### src/rtl/serial_rx_fifo.sv
// Serial flit receiver: head-bit framed, LSB-first deserialiser with optional even parity,
// feeding a DEPTH-entry first-word-fall-through FIFO.
module serial_rx_fifo #(
   parameter int WIDTH     = 16,
   parameter int DEPTH     = 4,
   parameter bit PARITY_EN = 0,
   parameter int routerid  = -1,
   parameter     port      = "unknown"
) (
   input  logic                       clk,
   input  logic                       reset,
   input  logic                       serial_in,
   input  logic                       item_read,
   output logic                       valid,
   output logic [WIDTH-1:0]           parallel_out,
   output logic                       channel_busy,
   output logic [$clog2(DEPTH+1)-1:0] count,
   output logic                       parity_err,
   output logic [7:0]                 err_count
);
   localparam int CW = $clog2(WIDTH);
   localparam int PW = $clog2(DEPTH);
   localparam int NW = $clog2(DEPTH+1);
   localparam logic [CW-1:0] LAST = CW'(WIDTH-1);

   typedef enum logic [1:0] {IDLE, RECV, PAR} state_t;

   state_t           state;
   logic [CW-1:0]    bit_cnt;
   logic [WIDTH-1:0] shift_reg;
   logic [WIDTH-1:0] mem [DEPTH];
   logic [PW-1:0]    wr_ptr, rd_ptr;
   logic             push, pop, full, last_bit, par_ok;
   logic [WIDTH-1:0] push_data;

   always_comb begin
      last_bit = (state == RECV) && (bit_cnt == LAST);
      par_ok   = ~(^{shift_reg, serial_in});
      // Without parity the flit is pushed on the same edge its last bit is sampled.
      if (PARITY_EN) begin
         push_data = shift_reg;
         push      = (state == PAR) && par_ok;
      end else begin
         push_data = {serial_in, shift_reg[WIDTH-2:0]};
         push      = last_bit;
      end
   end

   assign full         = (count == NW'(DEPTH));
   assign valid        = (count != '0);
   assign pop          = item_read & valid;
   assign channel_busy = (state != IDLE) | full;
   assign parallel_out = valid ? mem[rd_ptr] : '0;

   always_ff @(posedge clk) begin
      if (reset) begin
         state      <= IDLE;
         bit_cnt    <= '0;
         shift_reg  <= '0;
         wr_ptr     <= '0;
         rd_ptr     <= '0;
         count      <= '0;
         parity_err <= 1'b0;
         err_count  <= '0;
      end else begin
         parity_err <= 1'b0;
         case (state)
            IDLE: if (serial_in && !full) begin
               state   <= RECV;
               bit_cnt <= '0;
            end
            RECV: begin
               shift_reg[bit_cnt] <= serial_in;
               bit_cnt            <= bit_cnt + 1'b1;
               if (bit_cnt == LAST) state <= PARITY_EN ? PAR : IDLE;
            end
            PAR: begin
               state <= IDLE;
               if (!par_ok) begin
                  parity_err <= 1'b1;
                  if (err_count != 8'hFF) err_count <= err_count + 8'd1;
               end
            end
            default: state <= IDLE;
         endcase

         if (push) begin
            mem[wr_ptr] <= push_data;
            wr_ptr      <= wr_ptr + 1'b1;
         end
         if (pop) rd_ptr <= rd_ptr + 1'b1;
         // A push onto an empty FIFO never coincides with a pop, since pop needs valid.
         case ({push, pop})
            2'b10:   count <= count + 1'b1;
            2'b01:   count <= count - 1'b1;
            default: ;
         endcase
      end
   end

`ifndef SYNTHESIS
   always_ff @(posedge clk) begin
      if (!reset && push && routerid > -1)
         $display("router %0d port %s push %h", routerid, port, push_data);
   end
`endif

endmodule

### config.mk
export PLATFORM = sky130hd
export DESIGN_NAME = serial_rx_fifo
export DESIGN_NICKNAME = d
export VERILOG_FILES = /design/src/rtl/serial_rx_fifo.sv
export SDC_FILE = /design/constraint.sdc
export NUM_CORES = 1
export LEC_CHECK = 0
export ABC_AREA = 1
export CORE_MARGIN = 10
export CORE_UTILIZATION = 52
export CTS_BUF_LIST = sky130_fd_sc_hd__clkbuf_16
export CTS_CLUSTER_DIAMETER = 50
export DETAILED_ROUTE_END_ITERATION = 8
export GPL_ROUTABILITY_DRIVEN = 1
export MAX_ROUTING_LAYER = met4
export PLACE_DENSITY = 0.83
export SLEW_MARGIN = 40
export SYNTH_ARGS = -nofsm -noshare
export SYNTH_HDL_FRONTEND = slang
export SYNTH_SLANG_ARGS = --single-unit
### constraint.sdc
create_clock -name clk -period 3.5 [get_ports clk]
set_input_delay 0.525 -clock clk [delete_from_list [all_inputs] [get_ports clk]]
set_output_delay 0.525 -clock clk [all_outputs]
set_load 0.01 [all_outputs]
# After elaboration in Yosys (flattened, before gate mapping)

Memories as Yosys holds them, arrays and structs flattened. A register that Yosys moved wholly into a read port is not among the register bits.
Index checks and enable logic that the tools add are counted.

Bits in registers: 38
Bits in latches: 0
RAM bits: 64
Bits in read-only memories: 0
Memories: 1

Add/subtract/negate cells: 6
$mul: 0
Divide/modulo/power cells: 0
Order comparisons: 2
Equality and inequality tests: 9
Shift-type cells: 0
Mux-type cells: 16
Bitwise gates (word level): 3
Reduce and logical (&&, ||, !) cells: 14

Memory list:

| memory | depth | bits a word | rd ports | clocked after memory_dff | write ports | line | text |
|---|---|---|---|---|---|---|---|
| mem    | 4     | 16          | 1        | 1                        | 1           | 31   | `logic [WIDTH-1:0] mem [DEPTH];` |

Operators with widths:

| kind                | count |
|---|---|
| $reduce_xor 17->1   | 1 |
| $bwmux 16           | 1 |
| $mux 16             | 1 |
| $add 8x1->8 const B | 1 |
| $mux 2              | 4 |
| $ne 8x8->1 const B  | 1 |
| $pmux 4 s2          | 1 |
| $pmux 3 s2          | 1 |
| $reduce_bool 2->1   | 3 |
| $lt 4x5->1 const B  | 1 |
| $mux 1              | 5 |
| $add 2x1->2 const B | 2 |
| $add 4x1->4 const B | 1 |
| $demux 1 s4         | 1 |
| $eq 2x1->1 const B  | 2 |
| $eq 2x2->1 const B  | 2 |
| $eq 4x4->1 const B  | 1 |
| $ge 4x1->1 const B  | 1 |
| $mux 4              | 1 |
| $pmux 2 s2          | 1 |
| $reduce_and 2->1    | 2 |
| $add 3x1->3 const B | 1 |
| $eq 3x3->1 const B  | 1 |
| $logic_and 1x1->1   | 3 |
| 11 further kinds    | 11 |

# Depth between registers and ports, before layout

Gate-level depths: netlist of the first run.

Word-level depth: 5
Depth in mapped cells: 12

# Least setup slack after synthesis of the first run

OpenSTA, ideal clock, no wires.

Path type: register to register
Start point: reg bit_cnt[0]
End point: mem mem[0][0], enable pin
Library setup time: 0.389 ns
Arrival time: 1.674 ns
Setup slack: 1.438 ns
Cell stages (with the launch flop): 8
Cells stage by stage: dfxtp_1 ha_1 nand2_2 nor2_4 nand2_2 nor2_4 inv_2 nor2_1

Longest elaborated chain between the ends: 5

RTL lines:

| item                         | line | text |
|---|---|---|
| from (decl)                  | 29   | `logic [CW-1:0] bit_cnt;` |
| from (signal assigned)       | 74   | `bit_cnt <= bit_cnt + 1'b1;` |
| $eq 4x4->1                   | 37   | `last_bit = (state == RECV) && (bit_cnt == LAST);` |
| $logic_and 1x1->1            | 37   |  |
| $mux 1                       | 87   | `if (push) begin` |
| $mux 1                       | 56   | `if (reset) begin` |
| $mux 1 (implied by the code) | 88   | `mem[wr_ptr] <= push_data;` |
| to (decl)                    | 31   |  |

No other way between the ends.

==> impl_metrics.py, run 1 <==
metrics = {
    "synth": {
        "ys.warnings.count": 0,
        "synth_area_leaders": "edfxtp_1 49%, dfxtp_1 15%, nor2_1 7.5%",
        "syn_inst": 385,
        "synth.distinct_cells": 23,
        "yosys.area.top_type": "edfxtp_1",
        "ys_seq_area_share_pct": 64.00,
        "yosysTopAreaCellShare_pct": 49.15,
        "syn-cell-area_um2": 3910,
        "synth_area_per_cell_um2": 10.16,
        "ys_ff_latch": 93,
    },
    "global_routing": {
        "overflow": 0,
        "grt_pass1_wl_um": 12720,
        "grt_util_met1_pct": 15.25,
        "grt_max_degree": 33,
        "grt_pass1_vias": 2685,
        "grt_usage_pct": 14.46,
        "antenna_found_initial": 0,
        "grt_util_met3_pct": 4.970,
        "grt_use_met2_pct": 23.75,
        "grt_busiest_layer": "met2",
    },
    "final_layout": {
        "nFillCells": 559,
        "antennaDiodeCount": 0,
        "drive_gt1_share_pct": 7.470,
        "layout_commonest_cell": "nor2_1",
        "final_cell_mix": "78 x nor2_1, 64 x edfxtp_1, 50 x o21ai_0",
        "finish.net_count": 424,
        "multi_input_area_um2": 1167,
        "area_delta_synth_final_pct": 15.20,
        "layout.cells.non_filler": 514,
        "ff_latch_area_um2": 2502,
        "largest_register_ffs": 64,
    },
    "floorplanning": {
        "rows": 31,
        "die_area_um2": 11390,
        "die-height_um": 106.7,
        "coreArea_um2": 7292,
        "die_width_um": 106.7,
        "start_util_pct": 53.62,
        "io_pins": 34,
    },
    "clocking": {
        "ctsResizeCount": 0,
        "ctsRootBufferMaster": "clkbuf_16",
        "clkLatencyLatePin_ps": 350,
        "numClockSinks": 93,
        "cts_setup_buffers": 0,
        "ctsHoldBuffers": 0,
        "ctsHtreeMaxLevel": 3,
        "cts_tree": "yes",
        "ctsLongestPathBuffers": 2,
        "cts_buffers": 9,
        "cts.clk_slew.worst_paths_ps": 60,
    },
    "place": {
        "numPortBuffers": 24,
        "pre_cts_ws_ps": 711.4,
        "dp_hpwl_um": 4843,
        "post-place-cells": 498,
        "place.gp.congestion": 0.8254,
    },
    "sta": {
        "finalHoldViolations": 0,
        "slew_headroom_pct": 46.60,
        "tightest_slew_ps": 798.5,
        "setup_tns_ps": 0,
        "finalClockSkew_ps": 10.88,
        "period_minus_slack_ps": 3095,
        "hold_ws_ps": 497.7,
        "rsz0062_at_grt": "false",
        "finalMaxSlewViolations": 0,
        "setup_viol": 0,
        "fmax_mhz": 323.1,
        "setup_slack_ps": 405.4,
        "timing.final.crit_share_pct": 88.42,
    },
    "drt": {
        "drc": 0,
        "detailedRoute.firstPassIterationCount": 5,
        "wl_um": 7578,
        "drt-vias-per-instance": 5.288,
        "ant_nets": 0,
        "drt-initial-drc-count": 249,
        "route.vias.total": 2718,
        "wire_per_inst_um": 14.74,
    },
    "power": {
        "netSwitchingFraction_pct": 24.51,
        "internal-power_uw": 1857,
        "vdd_drop_max_uv": 252.1,
        "switchingPower_uw": 603.0,
        "power_frac_clock_pct": 38.9,
        "power.density_nw_per_um2": 546.1,
        "seq_power_share_pct": 48.4,
        "leakage_uw": 0.001639,
        "p_comb_share_pct": 12.7,
    },
    "worst_setup_path": {
        "endpoint_kind": "output pin",
        "cp.arrival_ps": 2570,
        "crit_type": "flop to output pin",
        "cp-start-kind": "flop",
        "cp.required_ps": 2970,
        "path_max_fanout": 17,
    },
    "run_status": {
        "outcome": "complete, no violations",
    },
    "worst_hold_path": {
        "hp-class": "flop to flop",
    },
    "job": {
        "drv_cap": 0,
    },
}
[Yosys cell counts]
library cell  number
dfxtp_1           29
nor3_1             1
ha_1               9
nor2_2             1
clkbuf_1           2
inv_1             32
o21ai_0           50
nand2_1           29
nor2_1            78
clkbuf_2           2
nand4_1            1
nor2_4             2
conb_1             1
a21oi_1           38
o21ai_1            1
inv_2              2
edfxtp_1          64
nand2_2            2
or2_2              1
fa_1               1
buf_4             10
nand3_1           19
buf_2             10
[path summary, 6_finish.rpt]
check                                 from               end  slack [ps]  cells past startpoint
worst max-delay path                  flop  parallel_out[13]         410                      5
worst min-delay path              count[0]          count[0]         500                      1
worst max register to register  bit_cnt[0]          count[2]        1360                     12
worst min register to register    count[0]          count[0]         500                      1
[power by group through the flow]
stage / clock (uW) / sequential [uW] / combinational [uW]
finish: 958 / 1190 / 312
global route: 1020 / 1190 / 348
CTS: 971 / 1190 / 318
detailed placement: 0 / 1210 / 315
global placement: 0 / 1210 / 309
floorplan: 0 / 1210 / 187
[layout make-up]
type,instances,area share [%]
Clock buffer,9,5.000
Multi-Input combinational cell,242,25.92
Timing Repair Buffer,30,6.333
Inverter,34,2.833
Sequential cell,93,55.56
Tap cell,99,2.750
Clock inverter,7,1.611
[layer usage]
| layer | wire length, um | up-vias |
|---|---|---|
| met5 | 0 | - |
| met4 | 150 | 0 |
| met3 | 501 | 17 |
| met2 | 3753 | 85 |
| met1 | 3172 | 1285 |
| li1 | - | 1331 |
[critical path: stages (launching register included)]
cell	delay, ps
dfxtp_1	710
inv_1	460
nor2_1	190
o21ai_0	90
a21oi_1	190
clkdlybuf4s50_1	580
[stage by stage]
step | util, % | power [uW] | instance area (um2)
after floorplan | - | 1397 | 3940
after global placement | 57.69 | 1521 | 4207
after detailed placement | 57.69 | 1528 | 4207
after CTS | 61.77 | 2478 | 4504
after global routing | 61.77 | 2556 | 4504
final | 61.77 | 2460 | 4504
[cell families (layout without fill, tap and decap cells)]
| group | Yosys count | after routing | share of synthesized area [%] |
|---|---|---|---|
| flops | 93 | 93 | 64.00 |
| other cells | 1 | 9 | 0.09591 |
| simple gates | 134 | 134 | 14.21 |
| compound gates | 89 | 89 | 11.39 |
| fa+ha+maj | 10 | 10 | 3.392 |
| buf+inv | 58 | 80 | 6.912 |
Note: power is estimated with default switching activity, not from simulation.
==> run 2: changes to the inputs <==
Settings changed: CORE_ASPECT_RATIO set to 1.1.
==> run 2 against run 1 <==
Effect of this change: first-iteration DRC count shrank 35%; critical path type unchanged; count of clock-buffer cells in the layout grew 1; via count shrank 1.9%; combinational power is essentially flat; sequential share of layout area grew 0.39 points; hold slack lost 9.7 ps; final area shrank 0.69%; wire length shrank 1.2%; worst setup slack gained 44 ps; die area is essentially flat.
==> impl_metrics.py, run 2 (synthesis results as in run 1) <==
metrics = {
    "final_layout": {
        "fin_area_um2": 4473,
        "nFillCells": 569,
        "layout_commonest_cell": "nor2_1",
        "antennaDiodeCount": 0,
        "largest_register_ffs": 64,
        "final_cell_mix": "78 x nor2_1, 64 x edfxtp_1, 50 x o21ai_0",
        "area_delta_synth_final_pct": 14.40,
        "finish.net_count": 424,
        "drive_gt1_share_pct": 6.747,
    },
    "clocking": {
        "cts.clk_slew.worst_paths_ps": 60,
        "cts_setup_buffers": 0,
        "cts_tree": "yes",
        "ctsRootBufferMaster": "clkbuf_16",
        "cts_buffers": 9,
        "clkLatencyLatePin_ps": 330,
        "ctsResizeCount": 0,
        "ctsLongestPathBuffers": 2,
        "ctsHoldBuffers": 0,
        "numClockSinks": 93,
        "ctsHtreeMaxLevel": 3,
    },
    "floorplanning": {
        "die-height_um": 110.9,
        "die_area_um2": 11390,
        "die_width_um": 102.7,
        "coreArea_um2": 7391,
        "rows": 33,
        "io_pins": 34,
        "start_util_pct": 52.90,
    },
    "place": {
        "dp_hpwl_um": 4982,
        "place.gp.congestion": 0.8519,
        "numPortBuffers": 24,
        "dpl_cell_area_um2": 4192,
    },
    "worst_hold_path": {
        "min_from": "count[0]",
        "hp-class": "flop to flop",
    },
    "sta": {
        "finalClockSkew_ps": 8.594,
        "setup_tns_ps": 0,
        "finalMaxSlewViolations": 0,
        "setup_viol": 0,
        "slew_headroom_pct": 47.36,
        "tightest_slew_ps": 787.1,
        "period_minus_slack_ps": 3051,
        "timing.final.crit_share_pct": 87.16,
        "rsz0062_at_grt": "false",
        "fmax_mhz": 327.8,
        "finalHoldViolations": 0,
    },
    "worst_setup_path": {
        "path_max_fanout": 17,
        "endpoint_kind": "output pin",
        "crit_type": "flop to output pin",
        "cp-start-kind": "flop",
        "cp.arrival_ps": 2530,
        "timing.rr.start": "bit_cnt[0]",
        "cp.required_ps": 2970,
    },
    "drt": {
        "wl_um": 7486,
        "drt-vias-per-instance": 5.309,
        "ant_nets": 0,
        "drc": 0,
        "wire_per_inst_um": 14.91,
        "route.vias.total": 2665,
        "detailedRoute.firstPassIterationCount": 5,
        "drt-initial-drc-count": 163,
    },
    "global_routing": {
        "grt_pass1_wl_um": 12490,
        "grt_usage_pct": 14.19,
        "grt_max_degree": 33,
        "grt_pass1_vias": 2607,
        "overflow": 0,
        "antenna_found_initial": 0,
    },
    "power": {
        "finalPower_uw": 2389,
        "vdd_drop_max_uv": 301.0,
        "leakage_uw": 0.001644,
        "power.density_nw_per_um2": 534.2,
    },
    "job": {
        "drv_cap": 0,
    },
    "run_status": {
        "outcome": "complete, no violations",
    },
}
run 2: changes by cell type in the layout (fill, tap and decap cells not counted), sizes merged:
| cell | previous run | this run |
|---|---|---|
| inv | 36 | 38 |
| bufinv | 1 | 0 |
| clkbuf | 9 | 10 |
| clkinv | 2 | 1 |
| clkinvlp | 2 | 1 |
run 2: metrics by stage:
step | hold WS [ps] | instances | utilization (%) | worst slack (ps)
2_1_floorplan | 453.8 | 393 | - | 1438
3_3_place_gp | 470.3 | 486 | 56.71 | 919.0
3_5_place_dp | 476.2 | 486 | 56.71 | 717.0
4_1_cts | 490.5 | 502 | 60.52 | 355.6
5_1_grt | 509.6 | 502 | 60.52 | 252.0
6_report | 488.0 | 502 | 60.52 | 449.5
run 2: path summary, 6_finish.rpt:
kind | end | slack (ps) | cells past startpoint
max | parallel_out[7] | 450 | 5
min | count[0] | 490 | 1
max reg2reg | count[2] | 1400 | 12
min reg2reg | count[0] | 490 | 1
run 2: area by class of cell:
type | count | area, um2 | area share, %
multi-input combinational | 242 | 1167 | 26.10
sequential | 93 | 2502 | 55.94
clock inverter | 6 | 31.28 | 0.6993
inverter | 34 | 127.6 | 2.853
timing repair buffer | 30 | 285.3 | 6.378
clock buffer | 10 | 250.2 | 5.594
tap | 87 | 108.9 | 2.434
run 2: metal layers:
layer	up-vias	part of all wire [%]	GRT usage, %
met1	1254	39	15.15
met3	7	5.1	2.681
li1	1331	-	-
met2	73	54	25.00
met5	-	0	-
met4	0	1.5	5.367
run 2: power breakdown:
| group | leakage (uW) | total, uW | internal, uW | switching (uW) |
|---|---|---|---|---|
| clock | 0.000148 | 886 | 515 | 371 |
| sequential | 0.000826 | 1190 | 1180 | 14.7 |
| combinational | 0.000671 | 313 | 127 | 186 |
| total | 0.00164 | 2390 | 1820 | 571 |
run 2: critical path: stages (launching register included):
cell,delay [ps]
dfxtp_1,690
inv_1,470
nor2_1,200
o21ai_0,90
a21oi_1,170
clkdlybuf4s50_1,560
==> run 3: changes to the inputs <==
Settings changed: CORE_UTILIZATION 52 to 51, PLACE_DENSITY 0.83 to 0.85.
Clock period 3.5 ns to 2.5 ns, I/O delays scaled along.
==> run 3 against run 2 <==
Effect of this change: power grew 50%; global-route usage grew 0.32 points; via count is 1.7% higher; core utilization is 0.84 points higher; combinational power grew 50%; flip-flop and latch count stayed put; sequential share of layout area fell by 1.4 points; final area rose by 2.5%; die area rose by 1.6%; worst setup slack got worse by 310 ps; wire length is 5.3% higher.
==> impl_metrics.py, run 3 (synthesis results as in run 1) <==
metrics = {
    "clocking": {
        "clkLatencyLatePin_ps": 330,
        "ctsHoldBuffers": 0,
        "ctsLongestPathBuffers": 2,
        "cts_buffers": 9,
        "ctsHtreeMaxLevel": 3,
        "ctsRootBufferMaster": "clkbuf_16",
        "cts_tree": "yes",
        "numClockSinks": 93,
        "cts.clk_slew.worst_paths_ps": 60,
        "cts_setup_buffers": 0,
    },
    "global_routing": {
        "grt_usage_pct": 14.52,
        "grt_max_degree": 33,
        "grt_util_met1_pct": 15.56,
        "antenna_found_initial": 0,
        "grt_busiest_layer": "met2",
        "grt_util_met3_pct": 2.597,
        "grt_use_met2_pct": 24.28,
        "overflow": 0,
        "grt_pass1_vias": 2664,
        "grt_pass1_wl_um": 12720,
    },
    "worst_setup_path": {
        "endpoint_kind": "output pin",
        "r2r_slack_ps": 390,
        "cp.required_ps": 2120,
        "worstRegToRegCells": 12,
        "setup.worst_path.end": "parallel_out[11]",
        "crit_type": "flop to output pin",
        "setup.worst_path.start": "count[0]",
        "path_max_fanout": 16,
        "worst_r2r_endpoint": "count[2]",
        "cp-start-kind": "flop",
        "cp.arrival_ps": 1980,
        "timing.rr.start": "bit_cnt[0]",
    },
    "job": {
        "drv_cap": 0,
    },
    "sta": {
        "setup_tns_ps": 0,
        "tightest_slew_ps": 725.8,
        "setup_viol": 0,
        "timing.final.crit_share_pct": 94.25,
        "finalMaxSlewViolations": 0,
        "finalClockSkew_ps": 6.090,
        "finalHoldViolations": 0,
        "slew_headroom_pct": 51.46,
        "rsz0062_at_grt": "false",
        "period_minus_slack_ps": 2356,
        "fmax_mhz": 424.4,
    },
    "final_layout": {
        "antennaDiodeCount": 0,
        "ff_latch_area_um2": 2502,
        "layout_commonest_cell": "nor2_1",
        "finish.net_count": 427,
        "nFillCells": 557,
        "drive_gt1_share_pct": 7.656,
        "layout.cells.non_filler": 523,
        "area_delta_synth_final_pct": 17.28,
        "multi_input_area_um2": 1167,
        "largest_register_ffs": 64,
        "fin_area_um2": 4586,
        "final_cell_mix": "78 x nor2_1, 64 x edfxtp_1, 50 x o21ai_0",
    },
    "power": {
        "vdd_drop_max_uv": 348.5,
        "power.density_nw_per_um2": 779.4,
        "leakage_uw": 0.001671,
    },
    "place": {
        "post-place-cells": 507,
        "dp_hpwl_um": 5030,
        "place.gp.congestion": 0.8712,
        "dpl_cell_area_um2": 4249,
        "numPortBuffers": 24,
    },
    "floorplanning": {
        "io_pins": 34,
        "die_area_um2": 11570,
        "die_width_um": 103.5,
        "die-height_um": 111.8,
        "start_util_pct": 52.32,
        "rows": 33,
        "coreArea_um2": 7473,
    },
    "drt": {
        "wire_per_inst_um": 15.08,
        "ant_nets": 0,
        "drc": 0,
        "wl_um": 7885,
        "drt-initial-drc-count": 228,
        "detailedRoute.firstPassIterationCount": 4,
        "drt-vias-per-instance": 5.182,
        "route.vias.total": 2710,
    },
    "run_status": {
        "outcome": "complete, no violations",
    },
    "worst_hold_path": {
        "hp-class": "flop to flop",
    },
}
==> run 3: final cells by class <==
cell class,instances,area share [%]
clock buffer,9,4.911
clock inverter,7,2.156
inverter,34,2.783
multi-input combinational,242,25.46
sequential,93,54.57
tap,105,2.865
timing repair buffer,33,7.258
==> run 3: timing repair <==
item | in CTS | in global routing
endpoints found under the setup margin | 0 | 10
gates resized for setup | 0 | 3
hold endpoints to repair | 0 | 0
==> run 3: how the worst min path moves through the flow <==
| stage | start | to | slack, ps | cells past startpoint |
|---|---|---|---|---|
| floorplan | shift_reg[0] | mem[0][0] | 450 | 0 |
| detailed placement | count[0] | count[0] | 480 | 1 |
| CTS | count[0] | count[0] | 500 | 1 |
| global route | count[0] | count[0] | 520 | 1 |
| finish | count[0] | count[0] | 490 | 1 |
| global placement | shift_reg[5] | mem[2][5] | 470 | 0 |
==> run 3: report_power, final <==
group	leakage [uW]	switching (uW)	internal (uW)
logic	0.000694	267	202
registers	0.000826	20.0	1640
clock network	0.000151	559	880
==> run 3: routing by layer <==
| metal | vias up | routed length [um] |
|---|---|---|
| met5 | - | 0 |
| met4 | 0 | 163 |
| met3 | 16 | 418 |
| met2 | 77 | 4110 |
| met1 | 1283 | 3193 |
| li1 | 1334 | - |
==> run 3: critical path, cell delays in order (launching register included) <==
cell	delay, ps
dfxtp_1	380
nor2_1	80
nand2_1	150
inv_1	80
buf_4	200
a21oi_1	170
clkdlybuf4s50_1	570
==> run 3: through the flow <==
step | hold WS (ps) | util, % | setup WS, ps | power [uW]
floorplan | 453.8 | - | 437.6 | 1956
global placement | 470.2 | 56.86 | 315.5 | 2151
detailed placement | 477.6 | 56.86 | 254.3 | 2164
CTS | 496.0 | 61.19 | 40.75 | 3594
global route | 524.1 | 61.36 | 25.58 | 3695
finish | 488.8 | 61.36 | 143.6 | 3574
